<file path="config.mk">
export PLATFORM = sky130hd
export DESIGN_NAME = ssd_display_arbiter
export DESIGN_NICKNAME = d
export VERILOG_FILES = /design/src/rtl/ssd_pkg.sv /design/src/rtl/ssd_rr_pick.sv /design/src/rtl/ssd_display_arbiter.sv
export SDC_FILE = /design/constraint.sdc
export NUM_CORES = 1
export LEC_CHECK = 0
export BUFFER_PORTS_ARGS = -buffer_cell sky130_fd_sc_hd__buf_2
export CELL_PAD_IN_SITES_DETAIL_PLACEMENT = 0
export CELL_PAD_IN_SITES_GLOBAL_PLACEMENT = 2
export CORE_MARGIN = 5
export CORE_UTILIZATION = 35
export DETAILED_ROUTE_END_ITERATION = 8
export PLACE_DENSITY = 0.92
export SETUP_SLACK_MARGIN = 0.02
export SYNTH_ARGS = -nofsm -noshare
export SYNTH_HDL_FRONTEND = slang
export SYNTH_SLANG_ARGS = --single-unit
export TNS_END_PERCENT = 1
</file>
<file path="constraint.sdc">
create_clock -name clk -period 7.7 [get_ports clk]
set_input_delay 0.77 -clock clk [delete_from_list [all_inputs] [get_ports clk]]
set_output_delay 0.77 -clock clk [all_outputs]
set_load 0.03 [all_outputs]
</file>
<file path="src/rtl/ssd_pkg.sv">
// Shared types and helpers for the seven-segment display arbiter: FSM states,
// frame width, the all-segments-off frame and small index utilities.
package ssd_pkg;

    typedef enum logic [1:0] {
        IDLE  = 2'd0,
        SHOW  = 2'd1,
        BLANK = 2'd2,
        FORCE = 2'd3
    } ssd_state_e;

    localparam int FRAME_W = 32;

    // Segments are active-low, so all ones turns every segment and point off.
    localparam logic [FRAME_W-1:0] SSD_BLANK_FRAME = 32'hFFFF_FFFF;

    function automatic logic [7:0] ssd_onehot(input logic [2:0] idx);
        return 8'b1 << idx;
    endfunction

    function automatic logic [2:0] ssd_next_idx(input logic [2:0] idx, input int n);
        return (int'(idx) + 1 >= n) ? 3'd0 : idx + 3'd1;
    endfunction

endpackage

</file>
<file path="src/rtl/ssd_rr_pick.sv">
// Combinational round-robin picker: first asserted request at or after ptr,
// wrapping modulo NUM_REQ.
import ssd_pkg::*;

module ssd_rr_pick #(
    parameter int NUM_REQ = 4,
    parameter int IDX_W   = $clog2(NUM_REQ)
) (
    input  logic [NUM_REQ-1:0] req,
    input  logic [IDX_W-1:0]   ptr,
    output logic               valid,
    output logic [IDX_W-1:0]   idx
);

    logic [IDX_W-1:0]   cand [NUM_REQ];
    logic [NUM_REQ-1:0] hit;

    // cand[gi] is the source examined gi places after the pointer.
    for (genvar gi = 0; gi < NUM_REQ; gi++) begin : g_cand
        logic [IDX_W:0] sum;
        assign sum       = {1'b0, ptr} + (IDX_W+1)'(gi);
        assign cand[gi]  = (sum >= (IDX_W+1)'(NUM_REQ)) ? IDX_W'(sum - (IDX_W+1)'(NUM_REQ))
                                                         : IDX_W'(sum);
        assign hit[gi]   = req[cand[gi]];
    end

    always_comb begin
        valid = |hit;
        idx   = '0;
        for (int k = NUM_REQ - 1; k >= 0; k--) begin
            if (hit[k]) idx = cand[k];
        end
    end

endmodule

</file>
<file path="src/rtl/ssd_display_arbiter.sv">
// Time-shares the 4-digit seven-segment display among NUM_REQ frame sources with
// round-robin grant, minimum dwell, a blank gap between sources and a debug force path.
import ssd_pkg::*;

module ssd_display_arbiter #(
    parameter int                 NUM_REQ      = 4,
    parameter int                 DWELL_CYCLES = 100_000_000,
    parameter int                 BLANK_CYCLES = 1_000_000,
    parameter logic [FRAME_W-1:0] BLANK_FRAME  = SSD_BLANK_FRAME,
    localparam int                IDX_W        = $clog2(NUM_REQ)
) (
    input  logic                       clk,
    input  logic                       rst,
    input  logic [NUM_REQ-1:0]         req,
    input  logic [NUM_REQ*FRAME_W-1:0] frame_flat,
    input  logic                       force_en,
    input  logic [IDX_W-1:0]           force_sel,
    output logic [FRAME_W-1:0]         value,
    output logic [NUM_REQ-1:0]         gnt,
    output logic [IDX_W-1:0]           active_idx,
    output logic                       blanking
);

    localparam int DW = $clog2(DWELL_CYCLES);
    localparam int BW = $clog2(BLANK_CYCLES + 1);
    localparam logic [DW-1:0] DWELL_LAST = DW'(DWELL_CYCLES - 1);
    localparam logic [BW-1:0] BLANK_LAST = BW'(BLANK_CYCLES - 1);

    ssd_state_e         state_reg, state_next;
    logic [FRAME_W-1:0] value_reg, value_next;
    logic [NUM_REQ-1:0] gnt_reg, gnt_next;
    logic [IDX_W-1:0]   idx_reg, idx_next;
    logic               blanking_reg, blanking_next;
    logic [DW-1:0]      dwell_reg, dwell_next;
    logic [BW-1:0]      blank_reg, blank_next;
    logic [IDX_W-1:0]   ptr_reg, ptr_next;

    logic [FRAME_W-1:0] frame [NUM_REQ];
    logic [NUM_REQ-1:0] pick_oh, force_oh, act_oh;
    logic               pick_valid, force_ok, others;
    logic [IDX_W-1:0]   pick_idx;
    logic               go_show, go_blank, go_idle;

    for (genvar gi = 0; gi < NUM_REQ; gi++) begin : g_src
        assign frame[gi]    = frame_flat[FRAME_W*gi +: FRAME_W];
        assign pick_oh[gi]  = (pick_idx  == IDX_W'(gi));
        assign force_oh[gi] = (force_sel == IDX_W'(gi));
        assign act_oh[gi]   = (idx_reg   == IDX_W'(gi));
    end

    ssd_rr_pick #(.NUM_REQ(NUM_REQ), .IDX_W(IDX_W)) u_pick (
        .req   (req),
        .ptr   (ptr_reg),
        .valid (pick_valid),
        .idx   (pick_idx)
    );

    assign force_ok = (int'(force_sel) < NUM_REQ);
    assign others   = |(req & ~act_oh);

    always_comb begin
        state_next    = state_reg;
        value_next    = value_reg;
        gnt_next      = gnt_reg;
        idx_next      = idx_reg;
        blanking_next = blanking_reg;
        dwell_next    = dwell_reg;
        blank_next    = blank_reg;
        ptr_next      = ptr_reg;
        go_show       = 1'b0;
        go_blank      = 1'b0;
        go_idle       = 1'b0;

        if (force_en) begin
            state_next    = FORCE;
            blanking_next = 1'b0;
            dwell_next    = '0;
            blank_next    = '0;
            value_next    = force_ok ? frame[force_sel] : BLANK_FRAME;
            gnt_next      = force_ok ? force_oh : '0;
            if (force_ok) idx_next = force_sel;
        end else begin
            unique case (state_reg)
                IDLE:  go_show = pick_valid;
                SHOW: begin
                    if (!req[idx_reg] || (dwell_reg == DWELL_LAST && others)) begin
                        go_blank = others;
                        go_idle  = !others;
                    end else begin
                        // A lone requester simply restarts its dwell window.
                        dwell_next = (dwell_reg == DWELL_LAST) ? '0 : dwell_reg + 1'b1;
                        value_next = frame[idx_reg];
                    end
                end
                BLANK: begin
                    if (blank_reg == BLANK_LAST) begin
                        go_show = pick_valid;
                        go_idle = !pick_valid;
                    end else begin
                        blank_next = blank_reg + 1'b1;
                    end
                end
                FORCE: go_blank = 1'b1;
                default: go_idle = 1'b1;
            endcase
        end

        if (go_show) begin
            state_next    = SHOW;
            value_next    = frame[pick_idx];
            gnt_next      = pick_oh;
            idx_next      = pick_idx;
            blanking_next = 1'b0;
            dwell_next    = '0;
            blank_next    = '0;
            ptr_next      = IDX_W'(ssd_next_idx(3'(pick_idx), NUM_REQ));
        end
        if (go_blank || go_idle) begin
            state_next    = go_blank ? BLANK : IDLE;
            value_next    = BLANK_FRAME;
            gnt_next      = '0;
            blanking_next = go_blank;
            dwell_next    = '0;
            blank_next    = '0;
        end
    end

    always_ff @(posedge clk) begin
        if (rst) begin
            state_reg    <= IDLE;
            value_reg    <= BLANK_FRAME;
            gnt_reg      <= '0;
            idx_reg      <= '0;
            blanking_reg <= 1'b0;
            dwell_reg    <= '0;
            blank_reg    <= '0;
            ptr_reg      <= '0;
        end else begin
            state_reg    <= state_next;
            value_reg    <= value_next;
            gnt_reg      <= gnt_next;
            idx_reg      <= idx_next;
            blanking_reg <= blanking_next;
            dwell_reg    <= dwell_next;
            blank_reg    <= blank_next;
            ptr_reg      <= ptr_next;
        end
    end

    assign value      = value_reg;
    assign gnt        = gnt_reg;
    assign active_idx = idx_reg;
    assign blanking   = blanking_reg;

endmodule

</file>
### Yosys cells after proc, flatten, opt, wreduce, memory -nomap -nowiden

Index checks and enable logic that the tools add are counted.

* equal/unequal tests: 15
* add/sub/neg operators: 11
* bitwise logic cells: 7
* reductions and logical operators: 20
* $lt $le $gt $ge: 13
* multiplexer cells: 54

Operators with widths (count)
* $mux 32: 10
* $bmux 32 s2: 3
* $mux 2: 15
* $add 27x1->27 const B: 1
* $eq 27x27->1 const B: 1
* $mux 27: 1
* $ge 3x3->1 const B: 7
* $add 20x1->20 const B: 1
* $eq 20x20->1 const B: 1
* $eq 2x2->1 const B: 8
* $lt 2x3->1 const B: 5
* $mux 1: 15
* $reduce_or 4->1: 3
* $bmux 1 s2: 5
* $not 2->3: 3
* $eq 2x1->1 const B: 4
* $logic_not 2->1: 4
* $mux 4: 2
* $sub 2x1->2 const B: 4
* $add 2x1->3 const B: 2
* $add 2x2->3 const B: 2
* $pmux 1 s2: 3
* $reduce_and 2->1: 3
* $reduce_bool 3->1: 2
* other kinds (11): 15

* output and inout bits: 39
* logic and storage cells: 128
* input port bits: 137
* register bits: 90

### Depth between registers and ports, before layout

Gate-level depths: netlist of run 1.

* depth after elaboration: 14
* gate-level depth with buffers: 10
* mapped depth without buffers: 8

### Modules after synthesis

Synthesis of run 1 repeated with hierarchy kept, for this count alone.

* cell total of the unflattened synthesis: 710
* area total of the unflattened synthesis: 6959.2 µm²

By module, submodules not included
* ssd_display_arbiter: sequential area each 1801.7 µm², cells an instance 697, area each 6881.6 µm², times used 1
* ssd_rr_pick: sequential area each 0.0 µm², cells an instance 13, area each 77.6 µm², times used 1

### Least setup slack after synthesis of run 1

OpenSTA, ideal clock, no wires.

* kind: input-to-reg
* from: input req[2]
* to: register gnt_reg[0] (netlist: gnt[0])
* cell stages on the path: 10
* setup slack: 4893 ps
* library setup time: 117 ps
* data required time: 7583 ps
* arrival time: 2690 ps
* path through: nor2b_1 > or4b_2 > nand2_1 > inv_1 > clkbuf_1 > clkbuf_1 > ha_1 > mux2_2 > o21ai_0 > nor2_1

* longest elaborated chain between the ends: 9
* elaborated cells on any way between the ends: 37

Ends and longest elaborated chain
* start: declaration: RTL line ssd_display_arbiter.sv:14 `input logic [NUM_REQ-1:0] req,`
* $bmux 1 s2, or another cell as far along: RTL line ssd_rr_pick.sv:24 `assign hit[gi] = req[cand[gi]];`
* $mux 1 (not written as such), or another cell as far along: RTL line ssd_rr_pick.sv:24
* $reduce_or 4->1, or another cell as far along: RTL line ssd_rr_pick.sv:28 `valid = |hit;`
* $logic_not 1->1 / $logic_or 1x1->1 (equally long branches): RTL line ssd_display_arbiter.sv:98, ssd_display_arbiter.sv:86
* $mux 1, on equally long branches: RTL line ssd_display_arbiter.sv:96, ssd_display_arbiter.sv:86
* $pmux 1 s2: RTL line ssd_display_arbiter.sv:83 `unique case (state_reg)`
* $mux 1: RTL line ssd_display_arbiter.sv:74 `if (force_en) begin`
* $logic_or 1x1->1: RTL line ssd_display_arbiter.sv:118 `if (go_blank || go_idle) begin`
* $reduce_or 2->1 (no source line)
* end signal: assignment: RTL line ssd_display_arbiter.sv:141 `gnt_reg <= gnt_next;`
* end: declaration: RTL line ssd_display_arbiter.sv:31 `logic [NUM_REQ-1:0] gnt_reg, gnt_next;`

Several ways; a longest one is shown, not always the timed one. The select of a mux whose other input is x is not followed.
A chain may end at the register's enable or synchronous reset.

### Final worst setup path of run 1

* from: register idx_reg[1] (netlist: active_idx[1])
* to: register value_reg[30] (netlist: value[30])

* longest elaborated chain between the ends: 11
* elaborated cells on any way between the ends: 31

Ends and longest elaborated chain
* start: declaration: RTL line ssd_display_arbiter.sv:32 `logic [IDX_W-1:0] idx_reg, idx_next;`
* start signal: assignment: RTL line ssd_display_arbiter.sv:142 `idx_reg <= idx_next;`
* $eq 2x1->1, or another cell as far along: RTL line ssd_display_arbiter.sv:48 `assign act_oh[gi] = (idx_reg == IDX_W'(gi));`
* $not 4->4: RTL line ssd_display_arbiter.sv:59 `assign others = |(req & ~act_oh);`
* $and 4x4->4: RTL line ssd_display_arbiter.sv:59
* $reduce_or 4->1: RTL line ssd_display_arbiter.sv:59
* $logic_and 1x1->1: RTL line ssd_display_arbiter.sv:86 `if (!req[idx_reg] || (dwell_reg == DWELL_LAST && others)) begin`
* $logic_or 1x1->1: RTL line ssd_display_arbiter.sv:86
* $mux 1: RTL line ssd_display_arbiter.sv:86
* $pmux 1 s2: RTL line ssd_display_arbiter.sv:83
* $mux 1: RTL line ssd_display_arbiter.sv:74
* $logic_or 1x1->1: RTL line ssd_display_arbiter.sv:118
* $reduce_or 2->1 (no source line)
* end signal: assignment: RTL line ssd_display_arbiter.sv:140 `value_reg <= value_next;`
* end: declaration: RTL line ssd_display_arbiter.sv:30 `logic [FRAME_W-1:0] value_reg, value_next;`

Several ways; a longest one is shown, not always the timed one. The select of a mux whose other input is x is not followed.

==> results of run 1 <==
[layer usage]
| layer | global-route usage | vias to the layer above | share of wire |
|---|---|---|---|
| met5 | 0 | - | 0 |
| met4 | 0.0535 | 0 | 0.017 |
| met3 | 0.0484 | 19 | 0.074 |
| met2 | 0.298 | 231 | 0.47 |
| met1 | 0.240 | 3219 | 0.44 |
| li1 | - | 3264 | - |
[cell usage in the layout, fill, tap and decap left out, types with 5 or more instances in the layout]
cell type	Yosys	layout
a21oi_1	67	67
a221o_1	31	31
a32o_1	31	31
and3_1	8	8
buf_2	17	175
buf_4	1	6
clkbuf_16	0	9
dfxtp_1	90	88
ha_1	7	7
inv_1	6	5
mux2i_1	6	6
mux4_2	65	65
nand2_1	117	116
nand3_1	23	23
nand4_1	9	9
nor2_1	125	125
nor2b_1	6	6
nor3_1	14	14
o21ai_0	6	6
o21ai_1	29	29
xnor2_1	17	17
xor2_1	28	28
[final timing paths]
kind | start | slack [ns] | end | cells after the start
setup / recovery | active_idx[1] | 4.04 | value[30] | 7
hold / removal | gnt[3] | 0.49 | gnt[3] | 2
setup reg to reg | active_idx[1] | 4.04 | value[30] | 7
hold reg to reg | gnt[3] | 0.49 | gnt[3] | 2
[power by group through the flow]
stage / Clock [W] / Sequential, W / Combinational, W
3_5_place_dp: 0 / 0.000537 / 0.000507
6_report: 0.000448 / 0.000528 / 0.000504
4_1_cts: 0.000463 / 0.000528 / 0.000507
5_1_grt: 0.000484 / 0.000531 / 0.000555
3_3_place_gp: 0 / 0.000538 / 0.000501
2_1_floorplan: 0 / 0.000576 / 0.000331
[cell type report]
type | count | share of cell area
inverters | 7 | 0.00318
multi-input cells | 644 | 0.589
clock inverters | 2 | 0.00424
flip-flops and latches | 90 | 0.218
repair buffers | 181 | 0.111
clock buffers | 14 | 0.0319
well taps | 270 | 0.0409
diodes | 4 | 0.00121
[worst max-delay path, cell delays in order, from the launching register on]
cell and delay [ns]:
dfxtp_2 1.00, nor2_1 0.10, o21ai_0 0.31, nand2_1 0.14, o21bai_2 0.50, and2_2 0.98, nor2_1 0.12, a221o_1 0.35
[through the flow]
stage	cell area, µm²	hold WS, ns	power [W]	cells	worst slack, ns
global placement	7960	0.467	0.00104	1192	4.13
detailed placement	7960	0.473	0.00104	1192	3.97
CTS	8260	0.486	0.00150	1208	3.97
global route	8270	0.504	0.00157	1212	3.62
finish	8270	0.486	0.00148	1212	4.04
floorplan	7070	0.449	0.000907	813	4.89
[cell families after synthesis]
group | synth area share
AOI/OAI and AO/OA | 0.190
xor gates and xnor gates | 0.0558
adders and majority gates | 0.0124
buffers and inverters | 0.0572
DFF | 0.255
muxes | 0.217
and+or+nand+nor | 0.212
==> qor.txt, run 1 <==
status: complete, no violations
ys async rst share: 0
row count: 52
total detailed-routing wirelength: 21400 µm
via count: 6733
H-tree depth: 3
Hold Buf Count CTS: 0
Seq pwr share: 0.356
CP arrival: 3.89 ns
Post-Route Setup TNS: 0 ns
Pint: 0.000977 W
Synth top area share: 0.255
list of most frequent post-synthesis cells: nor2_1 (125), nand2_1 (117), dfxtp_1 (90)
register area: 0.00180 mm²
Fmax: 273 MHz
vias per inst: 5.56
Final #Nets: 1077
Logic pwr share: 0.341
Final Util: 0.413
synth top area cells: dfxtp_1 (25%), mux4_2 (21%), nor2_1 (6.6%)
post-synth top area cell: dfxtp_1
Netlist cell types: 67
Post-DP HPWL: 15000 µm
clock sink count: 90
max reg flops: 32
Fin. Hold Viols: 0
top-count cell post-synth: nor2_1
Clock Path Buffers: 2
Root Driver: clkbuf_16
yosys warns: 0
aggregate global-route resource usage: 0.183
die height: 152 µm
CORE AREA: 0.0200 mm²
Initial DRC Count: 372
crit start category: register
CP max FO: 62
DRC viols: 0
NetSw: 0.000503 W
critical path capture point type: register
largest net degree at the start of global routing: 67
Leak: 3.08 nW
Post CTS Setup Buffer Count: 0
grt ovf: 0
Crit Path Category: register to register
die area: 0.0231 mm²
clk slew on worst S/H paths: 0.06 ns
Hold Path Class: register to register
number of fill cells in the layout: 2108
initial core utilization: 0.353
layout cell share with drive strength beyond 1: 0.303
Final Setup Violations: 0
multi-input logic area: 0.00487 mm²
period utilisation layout: 0.475
antenna violations before repair: 4
Slew @ Worst Pin: 1.17 ns
maximum capacitance violations: 0
Fin Clk Skew: 0.0131 ns
Pre-antenna DRT Iters: 5
min cycle time layout: 3.66 ns
Post-Syn Instances: 813
cts bufs inserted: 9
switch share: 0.340
Synth Cell Area: 0.00707 mm²
Slew Limit Fails: 0
post-route ant nets: 0
CP required: 7.93 ns
Buffers on Ports: 175
Clock Latency Late Sink: 0.35 ns
Seq cells post-synth: 90
Avg WL per Cell: 17.7 µm
syn_nets: 957
vias in the first global route: 6708
die width: 152 µm
I/O Pins: 176
TritonCTS clock tree: yes
Syn Area/Cell: 8.70 µm²
Layout area overhead: 17.0%
GPL Wtd Cong: 0.794
Clk pwr share: 0.303
RSZ-0062 raised after global routing: no
sequential element share of the synthesized area: 0.255
relative max-transition margin: 0.216
Most used DFF post-synth: dfxtp_1
worst IR drop on VDD: 0.107 mV
PwrDens: 179 mW/mm²
first-pass GRT wire length: 35100 µm
post_cts resized: 0
Post-synth EDFFs: 0
Note: power is estimated with default switching activity, not from simulation.
==> run 2: changes to the inputs <==
CORE_UTILIZATION = 29   (was 35)
PLACE_DENSITY = 0.82   (was 0.92)
clock period = 3 ns   (was 7.7 ns; I/O delays follow)
==> run 2 against run 1 <==
  * Combinational power increased to 2.7 times the previous value
  * Clock power grew to 2.9 times the previous value
  * Via count increased by 1.6%
  * Worst setup slack got worse by 3.7 ns
  * Global-route usage decreased by 1.7 points
  * Fmax rose by 35%
  * Count of clock-buffer cells in the layout is 1 lower
  * Critical path depth rose by 2
  * Clock skew decreased by 0.0013 ns
  * Power increased to 2.7 times the previous value
  * Critical endpoint is now value[10]
  * Largest cell class unchanged
==> qor.txt, run 2 (synthesis gave the netlist of run 1 again) <==
die width: 166 µm (+9.2%)
Inst Count DP: 1265 (+6.1%)
Clock Latency Late Sink: 0.35 ns (about the same)
die area: 0.0276 mm² (+19%)
CP max FO: 62 (unchanged)
Leak: 3.22 nW (+4.7%)
max reg flops: 32 (unchanged)
clock sink count: 90 (unchanged)
Root Driver: clkbuf_16
H-tree depth: 3 (unchanged)
DRC viols: 0 (unchanged)
critical path capture point type: register
Hold Path Depth: 2 (unchanged)
Fin. Hold Viols: 0 (unchanged)
relative max-transition margin: 0.392 (+0.176)
Finished Layout Cells: 1286 (+6.1%)
grt ovf: 0 (unchanged)
CP arrival: 2.95 ns (-0.94 ns)
Layout area overhead: 21.8%
first-pass GRT wire length: 37500 µm (+6.8%)
largest net degree at the start of global routing: 63 (-6.0%)
min cycle time layout: 2.70 ns (-0.953 ns)
CORE AREA: 0.0242 mm² (+21%)
RSZ-0062 raised after global routing: no
register area: 0.00180 mm² (unchanged)
maximum capacitance violations: 0 (unchanged)
number of fill cells in the layout: 2571 (+22%)
Final #Nets: 1096 (+1.8%)
met1 Use GR: 0.216 (-0.0241)
grt met2 use: 0.272 (-0.0260)
Slew Limit Fails: 0 (unchanged)
antenna violations before repair: 8 (+4)
Post-DP HPWL: 16600 µm (+10%)
CP required: 3.25 ns (-4.68 ns)
initial core utilization: 0.292 (-0.0604)
I/O Pins: 176 (unchanged)
Pre-antenna DRT Iters: 7 (+2)
GPL Wtd Cong: 0.789 (-0.57%)
Slew @ Worst Pin: 0.906 ns (-0.269 ns)
R2R cell count: 9 (+2)
post-route ant nets: 0 (unchanged)
GRT busiest layer: met2
Hold Path Class: primary input to register
die height: 166 µm (+9.2%)
commonest non-fill, non-tap cell in the layout: buf_2
PwrDens: 467 mW/mm² (+160%)
vias in the first global route: 6855 (+2.2%)
cts bufs inserted: 9 (unchanged)
Fmax: 370 MHz (+35%)
Avg WL per Cell: 18.1 µm (+2.4%)
worst IR drop on VDD: 0.294 mV (+180%)
Initial DRC Count: 568 (+53%)
Hold Buf Count CTS: 0 (unchanged)
Final Setup Violations: 0 (unchanged)
Clock Path Buffers: 2 (unchanged)
period utilisation layout: 0.901 (+0.426)
layout cell share with drive strength beyond 1: 0.319 (+0.0159)
post_cts resized: 0 (unchanged)
total detailed-routing wirelength: 23300 µm (+8.7%)
aggregate global-route resource usage: 0.166 (-0.0169)
vias per inst: 5.32 (-4.3%)
status: complete, no violations
M3 GR Usage: 0.0536 (+0.00521)
Fin Clk Skew: 0.0118 ns (-0.00129 ns)
via count: 6838 (+1.6%)
Buffers on Ports: 175 (unchanged)
commonest non-fill, non-tap cells in the layout: buf_2 (175), nor2_1 (125), nand2_1 (116)
multi-input logic area: 0.00487 mm² (unchanged)
clk slew on worst S/H paths: 0.07 ns (about the same)
row count: 57 (+9.6%)
Final Util: 0.356 (-0.0565)
Crit Path Category: register to register
Post-Route Setup TNS: 0 ns (unchanged)
crit start category: register
TritonCTS clock tree: yes
Post CTS Setup Buffer Count: 0 (unchanged)
[run 2: changes by cell type in the layout (fill, tap and decap cells not counted), sizes merged]
cell and change:
buf +19, diode +1, clkbuf -1, clkinv -1, bufinv +1, inv +1
[run 2: worst paths after layout]
check | startpoint | to | slack (ns)
setup / recovery | dwell_reg[0] | value[10] | 0.30
hold reg to reg | dwell_reg[1] | dwell_reg[1] | 0.47
setup reg to reg | dwell_reg[0] | value[10] | 0.30
hold / removal | rst | active_idx[1] | 0.25
[run 2: layer usage]
metal | routed length, µm | vias up
li1 | - | 3300
met1 | 10200 | 3239
met2 | 10900 | 258
met3 | 1880 | 33
met4 | 307 | 8
met5 | 40 | -
[run 2: area by class of cell]
cell class	count	share of cell area
timing repair buffer	200	0.134
inverter	7	0.00305
tap	324	0.0471
antenna	5	0.00145
sequential	90	0.210
clock buffer	13	0.0314
clock inverter	3	0.00799
multi-input combinational	644	0.566
[run 2: metrics by stage]
step	power [W]	hold slack (ns)	setup slack, ns	instance area, µm²
final	0.00402	0.247	0.296	8610
after global routing	0.00423	0.245	0.154	8600
after CTS	0.00407	0.228	0.287	8600
after detailed placement	0.00275	0.464	0.301	8260
after global placement	0.00274	0.463	0.340	8260
after floorplan	0.00233	0.449	0.442	7070
[run 2: report_power, final]
group	internal (W)	switching (W)	total [W]
clock	0.000803	0.000502	0.00130
combinational	0.000585	0.000793	0.00138
sequential	0.00127	0.0000641	0.00134
total	0.00266	0.00136	0.00402
[run 2: critical path, stage by stage, from the launching register on]
cell and delay, ns:
dfxtp_1 0.37, ha_1 0.20, nand2_1 0.15, or3_1 0.43, or3_4 0.43, o21bai_2 0.14
and2_2 0.18, buf_12 0.24, nor2_1 0.09, a221o_1 0.32
==> run 3: changes to the inputs <==
==> constraint.sdc (replaced) <==
create_clock -name clk -period 3 [get_ports clk]
set_input_delay 0.6 -clock clk [delete_from_list [all_inputs] [get_ports clk]]
set_output_delay 0.6 -clock clk [all_outputs]
set_load 0.03 [all_outputs]
==> run 3 against run 2 <==
  * Sequential share of layout area fell by 0.12 points
  * Flip-flop and latch count did not move
  * Fmax fell by 3.2%
  * Via count rose by 0.66%
  * Core utilization rose by 0.21 points
==> qor.txt, run 3 (synthesis gave the netlist of run 1 again) <==
status: complete, no violations
CP max FO: 62 (unchanged)
aggregate global-route resource usage: 0.166 (+0.000192)
crit start category: register
Fin Clk Skew: 0.0152 ns (+0.00340 ns)
Inst Count DP: 1265 (unchanged)
vias in the first global route: 6921 (+0.96%)
Post-DP HPWL: 16500 µm (-0.53%)
period utilisation layout: 0.931 (+0.0299)
GPL Wtd Cong: 0.794 (+0.60%)
Fmax: 358 MHz (-3.2%)
cts bufs inserted: 9 (unchanged)
Clock Path Buffers: 2 (unchanged)
Fin. Hold Viols: 0 (unchanged)
Root Driver: clkbuf_16
Place WS: 0.0959 ns (-0.205 ns)
H-tree depth: 3 (unchanged)
largest net degree at the start of global routing: 67 (+6.3%)
Clock Latency Late Sink: 0.35 ns (about the same)
maximum capacitance violations: 0 (unchanged)
Hold Buf Count CTS: 0 (unchanged)
Slew Limit Fails: 0 (unchanged)
PwrDens: 467 mW/mm² (about the same)
number of fill cells in the layout: 2522 (-1.9%)
grt ovf: 0 (unchanged)
CORE AREA: 0.0242 mm² (unchanged)
clock sink count: 90 (unchanged)
multi-input logic area: 0.00487 mm² (unchanged)
critical path capture point type: register
Slew @ Worst Pin: 1.05 ns (+0.143 ns)
post_cts resized: 0 (unchanged)
Post CTS Setup Buffer Count: 0 (unchanged)
Post-Route Setup TNS: 0 ns (unchanged)
Pre-antenna DRT Iters: 5 (-2)
I/O Pins: 176 (unchanged)
TritonCTS clock tree: yes
Final #Nets: 1096 (unchanged)
antenna violations before repair: 3 (-5)
worst IR drop on VDD: 0.306 mV (+4.2%)
die area: 0.0276 mm² (unchanged)
min cycle time layout: 2.79 ns (+0.0898 ns)
Hold Path Class: register to register
first-pass GRT wire length: 37400 µm (-0.24%)
CP arrival: 3.03 ns (+0.08 ns)
Initial DRC Count: 451 (-21%)
via count: 6883 (+0.66%)
Crit Path Category: register to register
Finished Layout Cells: 1282 (-0.31%)
relative max-transition margin: 0.295 (-0.0971)
commonest non-fill, non-tap cell in the layout: buf_2
die height: 166 µm (unchanged)
Leak: 3.24 nW (+0.58%)
Layout area overhead: 22.5%
initial core utilization: 0.292 (unchanged)
vias per inst: 5.37 (+0.97%)
commonest non-fill, non-tap cells in the layout: buf_2 (175), nor2_1 (125), nand2_1 (116)
total detailed-routing wirelength: 23300 µm (+0.14%)
register area: 0.00180 mm² (unchanged)
CP required: 3.24 ns (about the same)
post-route ant nets: 0 (unchanged)
layout cell share with drive strength beyond 1: 0.320 (+0.00104)
clk slew on worst S/H paths: 0.07 ns (about the same)
die width: 166 µm (unchanged)
row count: 57 (unchanged)
DRC viols: 0 (unchanged)
RSZ-0062 raised after global routing: no
Buffers on Ports: 175 (unchanged)
Final Setup Violations: 0 (unchanged)
Avg WL per Cell: 18.2 µm (+0.45%)
max reg flops: 32 (unchanged)
Setup WS post-layout: 0.206 ns (-0.0898 ns)
run 3: changes by cell type in the layout (fill, tap and decap cells not counted):
| cell | change |
|---|---|
| diode_2 | -4 |
| clkbuf_1 | -1 |
| clkinv_4 | +1 |
| clkbuf_8 | -1 |
| buf_4 | -5 |
| buf_12 | +5 |
| clkinvlp_4 | +1 |
run 3: where the power goes:
part	total [W]	leakage [nW]	internal, W	switching, W
Clock	0.00129	0.162	0.000781	0.000514
Sequential	0.00134	0.736	0.00127	0.0000632
Combinational	0.00141	2.34	0.000610	0.000804
run 3: cell type report:
class                      instances  area share
antenna                            1    0.000289
clock inverter                     5     0.00983
sequential                        90       0.208
multi-input combinational        644       0.562
tap                              324      0.0468
clock buffer                      11      0.0292
timing repair buffer             200       0.140
inverter                           7     0.00303
run 3: metrics by stage:
| step | power [W] | util | cell area (µm²) | hold WS [ns] |
|---|---|---|---|---|
| 5_1_grt | 0.00427 | 0.358 | 8660 | 0.501 |
| 3_5_place_dp | 0.00278 | 0.344 | 8320 | 0.468 |
| 4_1_cts | 0.00411 | 0.358 | 8660 | 0.480 |
| 3_3_place_gp | 0.00278 | 0.344 | 8320 | 0.461 |
| 2_1_floorplan | 0.00233 | - | 7070 | 0.449 |
| 6_report | 0.00405 | 0.358 | 8660 | 0.479 |
run 3: routing by layer:
layer	wire (µm)	global-route usage	up-vias
met4	398	0.0538	4
met5	27	0	-
met2	10700	0.262	269
met1	10300	0.224	3278
met3	1900	0.0419	34
li1	-	-	3298
run 3: critical path, stage by stage (launching register included):
cell and delay [ns]:
dfxtp_1 0.37, ha_1 0.20, nand2_1 0.18, or3_1 0.43, or3_4 0.43, o21bai_2 0.16
and2_2 0.19, buf_12 0.25, nor2_1 0.09, a221o_1 0.32
run 3: worst paths after layout:
check               start           end  slack, ns  cells after the start
max          dwell_reg[0]      value[6]       0.21                      9
min          dwell_reg[1]  dwell_reg[1]       0.48                      2
max reg2reg  dwell_reg[0]      value[6]       0.21                      9
min reg2reg  dwell_reg[1]  dwell_reg[1]       0.48                      2
